==> src/rtl/seg7_pkg.sv <==
`default_nettype none
// ============================================================================
//  Module   : seg7_pkg
//  Purpose  : Shared display-mode enum, blanking constants and hex-to-segment
//             decode for the seven-segment scan display.
//  Revision : 1.0 - initial release
// ============================================================================
package seg7_pkg;

    typedef enum logic [2:0] {
        HEX   = 3'd0,
        RCNT  = 3'd1,
        ICNT  = 3'd2,
        JCNT  = 3'd3,
        TOTAL = 3'd4
    } mode_e;

    localparam logic [2:0] MODE_LAST = 3'd4;
    localparam logic [7:0] AN_OFF    = 8'hFF;
    localparam logic [6:0] SEG_OFF   = 7'h7F;

    // Active-low {g,f,e,d,c,b,a} pattern for one hex nibble.
    function automatic logic [6:0] hex_to_seg(input logic [3:0] nib);
        logic [6:0] seg_code;
        seg_code = SEG_OFF;
        case (nib)
            4'h0: seg_code = 7'h40;
            4'h1: seg_code = 7'h79;
            4'h2: seg_code = 7'h24;
            4'h3: seg_code = 7'h30;
            4'h4: seg_code = 7'h19;
            4'h5: seg_code = 7'h12;
            4'h6: seg_code = 7'h02;
            4'h7: seg_code = 7'h78;
            4'h8: seg_code = 7'h00;
            4'h9: seg_code = 7'h10;
            4'hA: seg_code = 7'h08;
            4'hB: seg_code = 7'h03;
            4'hC: seg_code = 7'h46;
            4'hD: seg_code = 7'h21;
            4'hE: seg_code = 7'h06;
            4'hF: seg_code = 7'h0E;
            default: seg_code = SEG_OFF;
        endcase
        return seg_code;
    endfunction

endpackage
`default_nettype wire

==> src/rtl/seg7_debounce.sv <==
`default_nettype none
// ============================================================================
//  Module   : seg7_debounce
//  Purpose  : Two-flop synchroniser plus stability counter; emits the filtered
//             level and a one-cycle pulse on each accepted 0->1 transition.
//  Revision : 1.0 - initial release
// ============================================================================
module seg7_debounce #(
    parameter int DEB_CYCLES = 500000
) (
    input  logic clk,
    input  logic rst,
    input  logic din,
    output logic level,
    output logic rise
);

    localparam int                c_cnt_w    = $clog2(DEB_CYCLES);
    localparam logic [c_cnt_w-1:0] c_cnt_last = c_cnt_w'(DEB_CYCLES - 1);

    logic               r_sync1;
    logic               r_sync2;
    logic               r_level;
    logic               r_rise;
    logic [c_cnt_w-1:0] r_cnt;

    // The counter only advances while the synced input disagrees with the
    // accepted level; any agreement (a bounce back) restarts the window.
    always_ff @(posedge clk or negedge rst) begin
        if (!rst) begin
            r_sync1 <= 1'b0;
            r_sync2 <= 1'b0;
            r_level <= 1'b0;
            r_rise  <= 1'b0;
            r_cnt   <= '0;
        end else begin
            r_sync1 <= din;
            r_sync2 <= r_sync1;
            r_rise  <= 1'b0;
            if (r_sync2 == r_level) begin
                r_cnt <= '0;
            end else if (r_cnt == c_cnt_last) begin
                r_cnt   <= '0;
                r_level <= r_sync2;
                r_rise  <= r_sync2;
            end else begin
                r_cnt <= r_cnt + c_cnt_w'(1);
            end
        end
    end

    assign level = r_level;
    assign rise  = r_rise;

endmodule
`default_nettype wire

==> src/rtl/seg7_scan_display.sv <==
`default_nettype none
// ============================================================================
//  Module   : seg7_scan_display
//  Purpose  : Time-multiplexes one selected 32-bit CPU value onto an 8-digit
//             common-anode display; button cycles the source, freeze holds it.
//  Revision : 1.0 - initial release
// ============================================================================
module seg7_scan_display #(
    parameter int SCAN_DIV   = 50000,
    parameter int DEB_CYCLES = 500000
) (
    input  logic        clk,
    input  logic        rst,
    input  logic [31:0] hex_in,
    input  logic [31:0] r_count,
    input  logic [31:0] i_count,
    input  logic [31:0] j_count,
    input  logic [31:0] total_count,
    input  logic        mode_btn,
    input  logic        freeze,
    output logic [7:0]  an,
    output logic [6:0]  seg,
    output logic        dp,
    output logic [2:0]  mode_out
);

    import seg7_pkg::*;

    localparam int                c_div_w    = $clog2(SCAN_DIV);
    localparam logic [c_div_w-1:0] c_div_last = c_div_w'(SCAN_DIV - 1);
    localparam logic [2:0]         c_idx_last = 3'd7;

    logic [c_div_w-1:0] r_div_cnt;
    logic [2:0]         r_idx;
    mode_e              r_mode;
    logic [31:0]        r_shadow;
    logic               r_first;
    logic [7:0]         r_an;
    logic [6:0]         r_seg;
    logic               r_dp;

    logic               w_tick;
    logic               w_frame_load;
    logic               w_btn_level;
    logic               w_btn_rise;
    logic               w_step;
    logic [31:0]        w_src;

    seg7_debounce #(
        .DEB_CYCLES (DEB_CYCLES)
    ) u_debounce (
        .clk   (clk),
        .rst   (rst),
        .din   (mode_btn),
        .level (w_btn_level),
        .rise  (w_btn_rise)
    );

    assign w_tick       = (r_div_cnt == c_div_last);
    // r_first forces one snapshot right after reset so the first frame is live.
    assign w_frame_load = r_first | (w_tick & (r_idx == c_idx_last) & ~freeze);
    assign w_step       = w_btn_rise & w_btn_level;

    always_comb begin
        w_src = hex_in;
        case (r_mode)
            RCNT:    w_src = r_count;
            ICNT:    w_src = i_count;
            JCNT:    w_src = j_count;
            TOTAL:   w_src = total_count;
            default: w_src = hex_in;
        endcase
    end

    always_ff @(posedge clk or negedge rst) begin
        if (!rst) begin
            r_div_cnt <= '0;
            r_idx     <= 3'd0;
            r_mode    <= HEX;
            r_shadow  <= '0;
            r_first   <= 1'b1;
            r_an      <= AN_OFF;
            r_seg     <= SEG_OFF;
            r_dp      <= 1'b1;
        end else begin
            r_first   <= 1'b0;
            r_div_cnt <= w_tick ? '0 : r_div_cnt + c_div_w'(1);
            if (w_tick) begin
                r_idx <= r_idx + 3'd1;
            end
            // Loads from the pre-edge mode, so a simultaneous press shows next frame.
            if (w_frame_load) begin
                r_shadow <= w_src;
            end
            if (w_step) begin
                r_mode <= (r_mode == MODE_LAST) ? HEX : mode_e'(r_mode + 3'd1);
            end
            r_an  <= ~(8'd1 << r_idx);
            r_seg <= hex_to_seg(r_shadow[{r_idx, 2'b00} +: 4]);
            r_dp  <= (r_idx != r_mode);
        end
    end

    assign an       = r_an;
    assign seg      = r_seg;
    assign dp       = r_dp;
    assign mode_out = r_mode;

endmodule
`default_nettype wire

==> config.mk <==
export PLATFORM = sky130hd
export DESIGN_NAME = seg7_scan_display
export DESIGN_NICKNAME = d
export VERILOG_FILES = /design/src/rtl/seg7_pkg.sv /design/src/rtl/seg7_debounce.sv /design/src/rtl/seg7_scan_display.sv
export SDC_FILE = /design/constraint.sdc
export NUM_CORES = 1
export LEC_CHECK = 0
export BUFFER_PORTS_ARGS = -buffer_cell sky130_fd_sc_hd__buf_2
export CAP_MARGIN = 15
export CORE_MARGIN = 2
export CORE_UTILIZATION = 35
export CTS_CLUSTER_DIAMETER = 120
export DETAILED_ROUTE_END_ITERATION = 10
export PLACE_DENSITY = 0.55
export SLEW_MARGIN = 20
export SYNTH_ARGS = -nofsm -noshare
export SYNTH_HDL_FRONTEND = slang
export SYNTH_HIERARCHICAL = 1
export SYNTH_SLANG_ARGS = --single-unit
==> constraint.sdc <==
create_clock -name clk -period 6.3 [get_ports clk]
set_input_delay 1.26 -clock clk [delete_from_list [all_inputs] [get_ports clk]]
set_output_delay 1.26 -clock clk [all_outputs]
set_load 0.03 [all_outputs]
==> metrics.md <==
| Metric | Value |
|---|---|
| Run status | complete, no violations |
| Share of cells above drive strength 1 | 40.1% |
| Initial DRC Count | 209 |
| First-pass GRT wire length | around 23 mm |
| Routability congestion estimate | 0.882 |
| Post-synth top area share | between 30% and 40% |
| Htree depth | 3 |
| Worst reg-to-reg path cell count | 7 |
| Routed via count | ~4.6k |
| Area Overhead vs Synth | 26.6% |
| Worst r2r src | mode_out[0]$_DFFE_PN0P_ |
| Critical path type | reg2reg |
| Reg clk slew, reported paths | 0.07 ns |
| Sw Pwr | approximately 340 uW |
| RSZ-0062 raised after global routing | no |
| Post-CTS resize count | 0 |
| Worst vdd ir | 152 uV |
| Clock Power Share | 44.4% |
| Most frequent cells in the layout | buf_2, dfrtp_1, a22oi_1 |
| Synthesized area | 0.00559 mm^2 |
| Slew HR | 40.4% |
| Top Family by Delay on Critical Path | simple AND/OR/NAND/NOR gates |
| Fmax achieved | 356 MHz |
| Crit Reg-Reg Endpoint | r_shadow[16]$_DFFE_PN0P_ |
| Hold path start | u_debounce/r_sync1$_DFF_PN0_ |
| FF+latch count, synth | 94 |
| Initial Util | a little over a third |
| Clock Skew | roughly 0.008 ns |
| Die ar. | around 0.017 mm^2 |
| Clock Latency Late Sink | 0.34 ns |
| N_diodes | 0 |
| Warnings, synthesis | 6 |
| Global Route Usage Sum | 17.4% |
| Power consumption | 1500 uW |
| Hold_buf cts | 0 |
| Post-synth EDFFs | 0 |
| Filler Cell Count | approximately 1.5k |
| Crit share post-route | 44.6% |
| Internal power consumption | approximately 1200 uW |
| Post-DRT Antenna Nets | 0 |
| Final min period | roughly 2.8 ns |
| Die Wd | 130 um |
| Post-synth top area cell | dfrtp_1 |
| Clock Sinks | 94 |
| IO Port Bufs | 182 |
| Mean routed wirelength per cell | 15.6 um |
| Logic gate share of total power | 11.9% |
| Sequential share of the synthesized area | roughly 42% |
| Most common cell after layout, fill and taps aside | buf_2 |
| Highest-delay cell along the critical path | or4_2 |
| Critical Path Max Stage Delay | 1.08 ns |
| # DRC | 0 |
| R2R Setup Slk | 3.49 ns |
| DIE HEIGHT | 130 um |
| Critical path buffer and inverter count | 2 |
| Min-delay worst type | reg2reg |
| Core Rows | between 40 and 50 |
| Avg Vias per Cell | about 5.1 |
| Routed WL | 14.1 mm |
| Critical Path Fanout Max | 33 |
| Root Buffer | clkbuf_16 |
| Final TNS setup | 0 ns |
| CTS buffer count | 9 |
| Post-Syn Nets | 692 |
| Primary FF master, synth | dfrtp_1 |
| Clock Tree Buf Depth | 2 |
| Crit path from | mode_out[0]$_DFFE_PN0P_ |
| Worst Tran Pin Value | 0.894 ns |
| Vias in the first global route | 4784 |
| I/O pins | 183 |
| Syn Area/Cell | 11.0 um^2 |
| Post-DP HPWL | 10.7 mm |
| Initial antenna violation count | 0 |
| Post-CTS setup buffer count | 0 |
| Hold path endpoint | u_debounce/r_sync2$_DFF_PN0_ |
| Drt first pass iters | 4 |
| Mapped Cells | 510 |
| CTS tree | built |
| Core area | 0.0158 mm^2 |
| Critical path, cell by cell | inv_1 > ha_1 > nor2b_2 > buf_4 > or4_2 > o211ai_1 > mux2_2 |
| Final setup violation count | 0 |
| Utilization after layout | 44.9% |
| Final Hold Vio Count | 0 |
| Sw frac | 22.3% |
| Final global-route overflow total | 0 |
| Ys async rst share | 100% |
| Max Slew Vio Count | 0 |
| Crit path launch type | flip-flop |
| Maxcap violations | 0 |
| Seq pwr share | 43.6% |
| Library cells used by synthesis | 56 |
| Synth top area cells | dfrtp_1, a22oi_1, dfstp_2 |
| Pin count of the biggest net entering global routing | 55 |
| Total Nets Final | 861 |
| Crit path required time | 6.58 ns |
| Critical path arrival | roughly 3.1 ns |
| Hold path depth | 0 |
| Static Leak | 0.00318 uW |
| Ratio of total power to cell area | 213 mW/mm^2 |
| Critical Path End Type | flip-flop |
## cells by family after synthesis
| logic type | share of synthesized area, % |
|---|---|
| xor+xnor | 4.86 |
| fa+ha+maj | 4.03 |
| mux | 13.4 |
| other cells | 0.0671 |
| compound gates | 18.3 |
| buf+inv | 6.14 |
| flops | 42.5 |
| simple gates | 10.7 |
## how the worst max path moves through the flow
stage | to | slack, ns | cells after the start
2_1_floorplan | r_shadow[0]$_DFFE_PN0P_ | 4.00 | 4
3_3_place_gp | r_shadow[15]$_DFFE_PN0P_ | 3.44 | 4
3_5_place_dp | r_shadow[16]$_DFFE_PN0P_ | 3.42 | 4
4_1_cts | r_shadow[15]$_DFFE_PN0P_ | 3.44 | 7
5_1_grt | r_shadow[16]$_DFFE_PN0P_ | 3.28 | 7
6_report | r_shadow[16]$_DFFE_PN0P_ | 3.49 | 7
## worst register-to-register path, delay by kind of cell, from the launching register on
family	cells	cell delay, ns
AND/OR/NAND/NOR	2	1.23
buffers and inverters	2	0.34
adder cells (fa/ha/maj)	1	0.19
AO/OA/AOI/OAI	1	0.35
multiplexers	1	0.18
flip-flops	1	0.47
## per-layer routing
metal  routed length, um  GRT usage [%]
met1                6150           22.2
met2                7120           30.8
met3                 556           2.05
met4                 236           5.76
met5                   0              0
## layout make-up
type / count / area, um^2 / share of cell area, %
clock inverter: 6 / 133 / 1.88
timing repair buffer: 188 / 978 / 13.8
multi-input combinational: 336 / 2890 / 40.9
tap: 216 / 270 / 3.82
inverter: 50 / 188 / 2.65
sequential: 94 / 2370 / 33.6
clock buffer: 10 / 239 / 3.38
## per-stage QoR
step / cell area, um^2 / setup slack, ns / hold slack [ns] / instances
finish: 7070 / 3.49 / 0.352 / 900
detailed placement: 6670 / 3.42 / 0.338 / 883
floorplan: 5590 / 4.00 / 0.331 / 510
global route: 7070 / 3.28 / 0.360 / 900
CTS: 7050 / 3.44 / 0.352 / 899
global placement: 6670 / 3.44 / 0.338 / 883
## flip-flops by register name, indices dropped and copies added, names as in the netlist
register,count
r_idx,3
u_debounce/r_sync1,1
an,8
u_debounce/level,1
dp,1
u_debounce/r_cnt,19
r_div_cnt,16
r_shadow,32
mode_out,3
seg,7
u_debounce/r_sync2,1
r_first,1
u_debounce/rise,1
## cell usage after synthesis, drive strengths merged (2+ instances only)
| cell type | number |
|---|---|
| xnor2 | 23 |
| dfstp | 17 |
| nor4b | 3 |
| clkbuf | 17 |
| and4 | 3 |
| nand4 | 11 |
| nor2b | 3 |
| and2 | 2 |
| nor2 | 26 |
| dfrtp | 77 |
| buf | 13 |
| nor3 | 7 |
| o31ai | 2 |
| nor4 | 5 |
| o211ai | 33 |
| inv | 50 |
| a22oi | 64 |
| ha | 18 |
| mux4 | 8 |
| nor3b | 2 |
| nand3 | 15 |
| or3 | 5 |
| nand2 | 22 |
| mux2 | 37 |
| o21ai | 8 |
| and3 | 3 |
| or4 | 2 |
| a21oi | 4 |
| mux2i | 11 |
| xor2 | 8 |
## power by group through the flow
stage          Clock (uW)  Combinational, uW  Sequential, uW
3_5_place_dp            0                180             668
2_1_floorplan           0               78.6             677
5_1_grt               713                199             660
6_report              668                180             656
4_1_cts               683                181             657
3_3_place_gp            0                176             667
(Power assumes the default switching activity.)
